**config.mk**
```make
export PLATFORM = sky130hd
export DESIGN_NAME = gato_tablero_param_flat
export DESIGN_NICKNAME = d
export VERILOG_FILES = /design/src/rtl/gato_tablero_param_if.sv /design/src/rtl/gato_tablero_param.sv /design/src/flat_wrapper.sv
export SDC_FILE = /design/constraint.sdc
export NUM_CORES = 1
export LEC_CHECK = 0
export CAP_MARGIN = 20
export CORE_MARGIN = 3
export CORE_UTILIZATION = 48
export CTS_CLUSTER_SIZE = 16
export DETAILED_ROUTE_END_ITERATION = 8
export PLACE_DENSITY_LB_ADDON = 0.25
export SYNTH_ARGS = -nofsm -noshare
export SYNTH_HDL_FRONTEND = slang
export SYNTH_SLANG_ARGS = --single-unit
export TNS_END_PERCENT = 1
```
**constraint.sdc**
```tcl
create_clock -name clk -period 10.7 [get_ports clk]
set_clock_uncertainty 0.1 [all_clocks]
set_input_delay 2.14 -clock clk [delete_from_list [all_inputs] [get_ports clk]]
set_output_delay 2.14 -clock clk [all_outputs]
set_load 0.01 [all_outputs]
```
**src/rtl/gato_tablero_param_if.sv**
```systemverilog
// rtl/gato_tablero_param_if.sv - button and board-status bundle for the tic-tac-toe board
// Purpose: groups the debounced button pulses (driven by the player side) and
//          the board/status outputs (driven by the board) into one port.
// Ports (signals):
//   boton_arriba/abajo/izq/der/elige  one-cycle button pulses into the board
//   cuadro     cursor cell index, row-major
//   tablero    2 bits per cell, 00 empty / 01 P1 / 10 P2
//   state      FSM state code
//   turno_p1_wire, turno_p2_wire, win_game_wire, loss_game_wire, tie_game_wire
//   linea_dir  direction of the winning line
// Modports: master = button source / status sink, slave = the board.
interface gato_tablero_param_if #(
    parameter int N = 3
);
    localparam int IDX_W = $clog2(N * N);

    logic                 boton_arriba;
    logic                 boton_abajo;
    logic                 boton_izq;
    logic                 boton_der;
    logic                 boton_elige;
    logic [IDX_W-1:0]     cuadro;
    logic [2*N*N-1:0]     tablero;
    logic [2:0]           state;
    logic                 turno_p1_wire;
    logic                 turno_p2_wire;
    logic                 win_game_wire;
    logic                 loss_game_wire;
    logic                 tie_game_wire;
    logic [1:0]           linea_dir;

    modport master (
        output boton_arriba, boton_abajo, boton_izq, boton_der, boton_elige,
        input  cuadro, tablero, state, turno_p1_wire, turno_p2_wire,
               win_game_wire, loss_game_wire, tie_game_wire, linea_dir
    );

    modport slave (
        input  boton_arriba, boton_abajo, boton_izq, boton_der, boton_elige,
        output cuadro, tablero, state, turno_p1_wire, turno_p2_wire,
               win_game_wire, loss_game_wire, tie_game_wire, linea_dir
    );
endinterface

```
**src/rtl/gato_tablero_param.sv**
```systemverilog
// rtl/gato_tablero_param.sv - N x N, K-in-a-row two-player board with cursor and line checker
// Purpose: cursor movement, mark placement, and a one-neighbour-per-cycle line
//          search after every placement that decides win / tie / next turn.
// Ports:
//   clk         rising-edge clock
//   reset_all   synchronous active-low full reset (highest priority)
//   reset_game  synchronous active-high new-game request
//   bus         gato_tablero_param_if.slave (buttons in, board/status out)
// Optional feature: define GATO_ALTERNA_INICIO_EN to alternate the starting
//   player on every reset_game (reset_all always makes P1 the starter).
module gato_tablero_param #(
    parameter int N = 3,
    parameter int K = 3,
    localparam int IDX_W = $clog2(N * N)
) (
    input  logic                 clk,
    input  logic                 reset_all,
    input  logic                 reset_game,
    gato_tablero_param_if.slave  bus
);
    localparam int CELLS  = N * N;
    localparam int MOV_W  = $clog2(CELLS + 1);
    localparam int RC_W   = $clog2(N);
    localparam int STEP_W = $clog2(K);
    localparam int CNT_W  = $clog2(K + 1);

    typedef enum logic [2:0] {
        TURN_P1 = 3'd0,
        TURN_P2 = 3'd1,
        CHECK   = 3'd2,
        WIN_P1  = 3'd3,
        WIN_P2  = 3'd4,
        TIE     = 3'd5
    } estado_t;

    estado_t            state_q, state_d;
    logic [2*CELLS-1:0] tablero_q, tablero_d;
    logic [RC_W-1:0]    fila_q, fila_d, col_q, col_d;
    logic [RC_W-1:0]    pfila_q, pfila_d, pcol_q, pcol_d;
    logic [MOV_W-1:0]   mov_q, mov_d;
    logic [1:0]         dir_q, dir_d, linea_q, linea_d;
    logic               lado_q, lado_d;      // 0: walking + side, 1: walking - side
    logic [STEP_W-1:0]  paso_q, paso_d;      // steps already taken on this side
    logic [CNT_W-1:0]   cuenta_q, cuenta_d;  // run length in the current direction
    logic               jug_q, jug_d;        // player being checked, 1 = P2
`ifdef GATO_ALTERNA_INICIO_EN
    logic               starter_q;           // 1 = current game started with P2
`endif

    // Padded to a power of two so any IDX_W-wide index reads a defined cell.
    logic [1:0]         celda [2**IDX_W];
    logic [IDX_W-1:0]   cur_idx, vec_idx;
    logic [1:0]         codigo, codigo_turno;
    logic               en_tablero, coincide, fin_lado;
    int                 dr, dc, paso, r, c;

    always_comb begin
        for (int i = 0; i < 2**IDX_W; i++) begin
            celda[i] = (i < CELLS) ? tablero_q[2*i +: 2] : 2'b00;
        end
        cur_idx      = IDX_W'(int'(fila_q) * N + int'(col_q));
        codigo       = jug_q ? 2'b10 : 2'b01;
        codigo_turno = (state_q == TURN_P2) ? 2'b10 : 2'b01;

        // Neighbour under examination: direction offset times step, sign by side.
        case (dir_q)
            2'd0:    begin dr = 0; dc = 1;  end
            2'd1:    begin dr = 1; dc = 0;  end
            2'd2:    begin dr = 1; dc = 1;  end
            default: begin dr = 1; dc = -1; end
        endcase
        if (lado_q) begin
            dr = -dr;
            dc = -dc;
        end
        paso       = int'(paso_q) + 1;
        r          = int'(pfila_q) + dr * paso;
        c          = int'(pcol_q) + dc * paso;
        en_tablero = (r >= 0) && (r < N) && (c >= 0) && (c < N);
        vec_idx    = en_tablero ? IDX_W'(r * N + c) : '0;
        coincide   = en_tablero && (celda[vec_idx] == codigo);
    end

    always_comb begin
        state_d   = state_q;
        tablero_d = tablero_q;
        fila_d    = fila_q;
        col_d     = col_q;
        pfila_d   = pfila_q;
        pcol_d    = pcol_q;
        mov_d     = mov_q;
        dir_d     = dir_q;
        linea_d   = linea_q;
        lado_d    = lado_q;
        paso_d    = paso_q;
        cuenta_d  = cuenta_q;
        jug_d     = jug_q;
        fin_lado  = 1'b0;

        case (state_q)
            TURN_P1, TURN_P2: begin
                if (bus.boton_elige) begin
                    if (celda[cur_idx] == 2'b00) begin
                        tablero_d[2*int'(cur_idx) +: 2] = codigo_turno;
                        mov_d    = mov_q + MOV_W'(1);
                        pfila_d  = fila_q;
                        pcol_d   = col_q;
                        jug_d    = (state_q == TURN_P2);
                        dir_d    = 2'd0;
                        lado_d   = 1'b0;
                        paso_d   = '0;
                        cuenta_d = CNT_W'(1);
                        state_d  = CHECK;
                    end
                end else if (bus.boton_arriba) begin
                    fila_d = (fila_q == '0) ? RC_W'(N - 1) : fila_q - RC_W'(1);
                end else if (bus.boton_abajo) begin
                    fila_d = (fila_q == RC_W'(N - 1)) ? '0 : fila_q + RC_W'(1);
                end else if (bus.boton_izq) begin
                    col_d = (col_q == '0) ? RC_W'(N - 1) : col_q - RC_W'(1);
                end else if (bus.boton_der) begin
                    col_d = (col_q == RC_W'(N - 1)) ? '0 : col_q + RC_W'(1);
                end
            end

            CHECK: begin
                if (coincide) begin
                    if (int'(cuenta_q) + 1 == K) begin
                        state_d = jug_q ? WIN_P2 : WIN_P1;
                        linea_d = dir_q;
                    end else begin
                        cuenta_d = cuenta_q + CNT_W'(1);
                        if (paso == K - 1) fin_lado = 1'b1;
                        else               paso_d   = paso_q + STEP_W'(1);
                    end
                end else begin
                    fin_lado = 1'b1;
                end

                if (fin_lado) begin
                    if (!lado_q) begin
                        lado_d = 1'b1;
                        paso_d = '0;
                    end else if (dir_q == 2'd3) begin
                        if (mov_q == MOV_W'(CELLS)) state_d = TIE;
                        else                        state_d = jug_q ? TURN_P1 : TURN_P2;
                    end else begin
                        dir_d    = dir_q + 2'd1;
                        lado_d   = 1'b0;
                        paso_d   = '0;
                        cuenta_d = CNT_W'(1);
                    end
                end
            end

            WIN_P1, WIN_P2, TIE: state_d = state_q;

            default: state_d = TURN_P1;
        endcase
    end

    always_ff @(posedge clk) begin
        if (!reset_all || reset_game) begin
            tablero_q <= '0;
            fila_q    <= '0;
            col_q     <= '0;
            pfila_q   <= '0;
            pcol_q    <= '0;
            mov_q     <= '0;
            dir_q     <= '0;
            linea_q   <= '0;
            lado_q    <= 1'b0;
            paso_q    <= '0;
            cuenta_q  <= CNT_W'(1);
            jug_q     <= 1'b0;
`ifdef GATO_ALTERNA_INICIO_EN
            if (!reset_all) begin
                starter_q <= 1'b0;
                state_q   <= TURN_P1;
            end else begin
                starter_q <= ~starter_q;
                state_q   <= starter_q ? TURN_P1 : TURN_P2;
            end
`else
            state_q   <= TURN_P1;
`endif
        end else begin
            state_q   <= state_d;
            tablero_q <= tablero_d;
            fila_q    <= fila_d;
            col_q     <= col_d;
            pfila_q   <= pfila_d;
            pcol_q    <= pcol_d;
            mov_q     <= mov_d;
            dir_q     <= dir_d;
            linea_q   <= linea_d;
            lado_q    <= lado_d;
            paso_q    <= paso_d;
            cuenta_q  <= cuenta_d;
            jug_q     <= jug_d;
        end
    end

    assign bus.cuadro         = cur_idx;
    assign bus.tablero        = tablero_q;
    assign bus.state          = state_q;
    assign bus.turno_p1_wire  = (state_q == TURN_P1);
    assign bus.turno_p2_wire  = (state_q == TURN_P2);
    assign bus.loss_game_wire = (state_q == WIN_P1);
    assign bus.win_game_wire  = (state_q == WIN_P2);
    assign bus.tie_game_wire  = (state_q == TIE);
    assign bus.linea_dir      = linea_q;
endmodule

```
**src/flat_wrapper.sv**
```systemverilog
// flat-port wrapper written by rule: the top's interface ports become plain ports
module gato_tablero_param_flat 
#(
    parameter int N = 3,
    parameter int K = 3,
    localparam int IDX_W = $clog2(N * N)
)
  (clk, reset_all, reset_game, bus_boton_arriba, bus_boton_abajo, bus_boton_izq, bus_boton_der, bus_boton_elige, bus_cuadro, bus_tablero, bus_state, bus_turno_p1_wire, bus_turno_p2_wire, bus_win_game_wire, bus_loss_game_wire, bus_tie_game_wire, bus_linea_dir);
  gato_tablero_param_if #(.N(N)) bus_i ();
  input  logic clk;
  input  logic reset_all;
  input  logic reset_game;
  input wire logic [$bits(bus_i.boton_arriba)-1:0] bus_boton_arriba;
  input wire logic [$bits(bus_i.boton_abajo)-1:0] bus_boton_abajo;
  input wire logic [$bits(bus_i.boton_izq)-1:0] bus_boton_izq;
  input wire logic [$bits(bus_i.boton_der)-1:0] bus_boton_der;
  input wire logic [$bits(bus_i.boton_elige)-1:0] bus_boton_elige;
  output wire logic [$bits(bus_i.cuadro)-1:0] bus_cuadro;
  output wire logic [$bits(bus_i.tablero)-1:0] bus_tablero;
  output wire logic [$bits(bus_i.state)-1:0] bus_state;
  output wire logic [$bits(bus_i.turno_p1_wire)-1:0] bus_turno_p1_wire;
  output wire logic [$bits(bus_i.turno_p2_wire)-1:0] bus_turno_p2_wire;
  output wire logic [$bits(bus_i.win_game_wire)-1:0] bus_win_game_wire;
  output wire logic [$bits(bus_i.loss_game_wire)-1:0] bus_loss_game_wire;
  output wire logic [$bits(bus_i.tie_game_wire)-1:0] bus_tie_game_wire;
  output wire logic [$bits(bus_i.linea_dir)-1:0] bus_linea_dir;
  assign bus_i.boton_arriba = bus_boton_arriba;
  assign bus_i.boton_abajo = bus_boton_abajo;
  assign bus_i.boton_izq = bus_boton_izq;
  assign bus_i.boton_der = bus_boton_der;
  assign bus_i.boton_elige = bus_boton_elige;
  assign bus_cuadro = bus_i.cuadro;
  assign bus_tablero = bus_i.tablero;
  assign bus_state = bus_i.state;
  assign bus_turno_p1_wire = bus_i.turno_p1_wire;
  assign bus_turno_p2_wire = bus_i.turno_p2_wire;
  assign bus_win_game_wire = bus_i.win_game_wire;
  assign bus_loss_game_wire = bus_i.loss_game_wire;
  assign bus_tie_game_wire = bus_i.tie_game_wire;
  assign bus_linea_dir = bus_i.linea_dir;
  gato_tablero_param #(.N(N), .K(K)) u_core (.clk(clk), .reset_all(reset_all), .reset_game(reset_game), .bus(bus_i));
endmodule
```
==> results_dict.tcl <==
set metrics [dict create \
    result_of_the_run "finished, final reports clean" \
    synth_enable_flop_cells 0 \
    critPathLaunchType "flop" \
    routed_wirelength_um 16700 \
    detail_route.wirelength.met1_um 7570 \
    antennaDiodeCount 0 \
    grt_remaining_overflow 0 \
    synth_largest_area_cell "dfxtp_1" \
    clock_tree_from_tritoncts "built" \
    clk_root_buffer_cell "clkbuf_16" \
    grt_antenna_before_repair 0 \
    grt_max_degree 39 \
    synth_most_common_cell "nor2_1" \
    cts.hold.buffers_added 0 \
    worst_slew_margin_relative_to_its_limit_pct 37.1 \
    synth_flop_cell "dfxtp_1" \
    numPlacedInstances 908 \
    ctsResizeCount 0 \
    power.sequential.fraction_pct 33.9 \
    pwr-share-comb_pct 29.4 \
    die_height_um 116 \
    summed_instance_area_of_the_synthesized_netlist_um2 5810 \
    die_width_um 116 \
    yosysUniqueCellTypes 77 \
    drive_above_1_share_pct 5.30 \
    maxUsedRoutingLayer "met4" \
    area_growth_synth_to_finish_pct 11.5 \
    synth_sequential_area_ratio_pct 14.8 \
    cp-end-kind "flop" \
    start_point_of_the_worst_min_delay_path "u_core.bus.linea_dir[0]" \
    num_rows 39 \
    grt_first_pass_wirelength_um 27400 \
    core_area_um2 11600 \
    number_of_warnings_issued_by_yosys 0 \
    cp_data_arrival_time_ns 7.41 \
    route.met2.wl_um 7860 \
    detailroute.wirelength.met3_um 1100 \
    dp_hpwl_um 13600 \
    async_reset_ff_share_pct 0 \
    timing_worst_slew_pin_value_ns 0.940 \
    drcViolationCount 0 \
    post-cts-setup-buffers 0 \
    finalHoldViolCount 0 \
    initial_utilization_pct 50.0 \
    cts.path.max_buffers 2 \
    dr.first_iter.drc_count 481 \
    final_net_count 870 \
    layout.cells.non_filler 916 \
    r2r-end "u_core.cuenta_q[0]" \
    switching_share_of_power_pct 32.9 \
    number_of_buffers_inserted_during_clock_tree_synthesis 5 \
    largest_fanout_of_any_net_on_the_critical_path 13 \
    p_int_mw 0.329 \
    clk_latency_ns 0.29 \
    numPortBuffers 39 \
    routed-via-count 5705 \
    design.portCount 40 \
    route.detailed.wl_per_inst_um 18.2 \
    netlist_top_cells_area "dfxtp_1 (15%), ha_1 (14%), fa_1 (7.9%)" \
    grt_pass1_vias 5567 \
    gr-usage-all-layers_pct 25.2 \
    clock_transition_at_the_register_clock_pins_on_the_worst_setup_and_hold_paths_after_cts_ns 0.06 \
    drt.antenna.violating_nets 0 \
    criticalPathCategory "reg2reg" \
    synthesis_stage_register_bit_count 43 \
    power-per-cell-area_nw_per_um2 75.6 \
    static-leakage-power_nw 2.69 \
    max_freq_mhz 136 \
    whs_endpoint "u_core.bus.linea_dir[0]" \
    max_cap_viols 0 \
    postSynthAreaPerCell_um2 7.79 \
    netlist.area_leader.share_pct 14.8 \
    max-vdd-ir-drop_uv 67.7 \
    r2r_cell_count 23 \
    mappedNetlistNets 843 \
    min_path_type "reg2reg" \
    total_negative_slack_for_setup_checks_ns 0 \
    htree_levels 2 \
    firstDrtPassIters 5 \
    synthesis.instances 745 \
    gpl.final_weighted_congestion 0.905 \
    slew_viol_final 0 \
    clkPwrFrac_pct 36.7 \
    unrepaired_setup_endpoints_after_global_routing "false" \
    p_switching_mw 0.161 \
    setup_violations_final 0 \
    register_to_register_setup_slack_ns 3.37 \
    final_period_minus_worst_setup_slack_ns 7.33 \
    fin_crit_sh_pct 68.5 \
    timing.rr.start "u_core.paso_q[0]" \
    critPathRequiredTime_ns 10.78 \
    die-area_um2 13500 \
    post_synth_most_frequent_cells "nor2_1 (79), inv_1 (68), ha_1 (67), nand2_1 (65), a21oi_1 (56)" \
    viasPerCell 6.23 \
    numClockSinks 43 \
    holdPathStages 2 \
]
[worst max-delay path by stage]
stage | to | from | slack, ns
final | u_core.cuenta_q[0] | u_core.paso_q[0] | 3.37
after detailed placement | u_core.cuenta_q[0] | u_core.paso_q[0] | 3.46
after CTS | u_core.cuenta_q[0] | u_core.paso_q[0] | 3.40
after floorplan | u_core.cuenta_q[0] | u_core.paso_q[0] | 4.28
after global placement | u_core.cuenta_q[0] | u_core.paso_q[0] | 3.71
after global routing | u_core.cuenta_q[0] | u_core.paso_q[0] | 2.99
[power by group through the flow]
stage | Sequential [mW] | Clock [mW] | Combinational, mW
floorplan | 0.168 | 0 | 0.103
detailed placement | 0.170 | 0 | 0.141
CTS | 0.166 | 0.181 | 0.142
global route | 0.166 | 0.187 | 0.156
global placement | 0.169 | 0 | 0.140
finish | 0.166 | 0.180 | 0.144
[registers in the layout (all words and copies together), names as in the netlist, 2 cells and up]
name                  cells
u_core.bus.tablero       18
u_core.mov_q              4
u_core.bus.state          3
u_core.bus.linea_dir      2
u_core.col_q              2
u_core.cuenta_q           2
u_core.dir_q              2
u_core.fila_q             2
u_core.paso_q             2
u_core.pcol_q             2
u_core.pfila_q            2
[placed cells by master (no fill, tap or decap), types with 13 or more instances in the layout]
cell type,n
ha_1,67
fa_1,23
clkdlybuf4s50_1,39
nor2_1,79
nand2_1,65
inv_1,68
nand3_1,16
mux2i_1,23
a211oi_1,15
a21o_1,13
dfxtp_1,43
nand4_1,13
a21oi_1,56
o21ai_0,19
nor3_1,19
[through the flow]
step	setup WS (ns)	cell area (um^2)	hold WS (ns)	power, mW	utilization [%]
finish	3.37	6480	0.366	0.490	55.8
global route	2.99	6480	0.420	0.509	55.8
CTS	3.40	6480	0.373	0.489	55.8
detailed placement	3.46	6310	0.358	0.311	54.3
global placement	3.71	6310	0.346	0.310	54.3
floorplan	4.28	5810	0.357	0.271	-
[final cells by class]
type / instances / area (um^2)
multi-input combinational: 610 / 4590
fill: 1094 / 5140
sequential: 43 / 861
clock inverter: 3 / 46.3
inverter: 70 / 263
timing repair buffer: 42 / 413
clock buffer: 5 / 125
tap: 143 / 179
[metal layers]
layer,up-vias,global-route usage (%)
met5,-,0
met4,0,4.02
met3,15,3.03
met2,200,42.1
met1,2737,35.6
li1,2753,-
[worst max-delay path, stage by stage, from the launching register on]
cell and delay (ns):
dfxtp_1 0.62, inv_1 0.16, ha_1 0.42, nor2_1 0.21, nand2_1 0.13, ha_1 0.35
fa_1 0.48, ha_1 0.37, nand3_1 0.09, a21oi_1 0.05, or3_1 0.36, a21oi_1 0.34
o21bai_1 0.13, fa_1 0.47, nor4b_1 0.26, nand4_1 0.13, nor2_1 0.13, o2111ai_1 0.14
a2111o_1 0.43, or4b_4 0.56, nor4_4 0.52, and3_4 0.31, o311ai_4 0.10, a311o_1 0.36
[cells by family after synthesis]
family / Yosys count / synth area share (%)
XOR/XNOR: 18 / 2.84
AND/OR/NAND/NOR: 278 / 25.0
buffers and inverters: 92 / 6.12
multiplexers: 30 / 6.10
AO/OA/AOI/OAI: 194 / 22.8
adder cells (fa/ha/maj): 90 / 22.4
flip-flops: 43 / 14.8
Power figures use the tool's default switching activity.
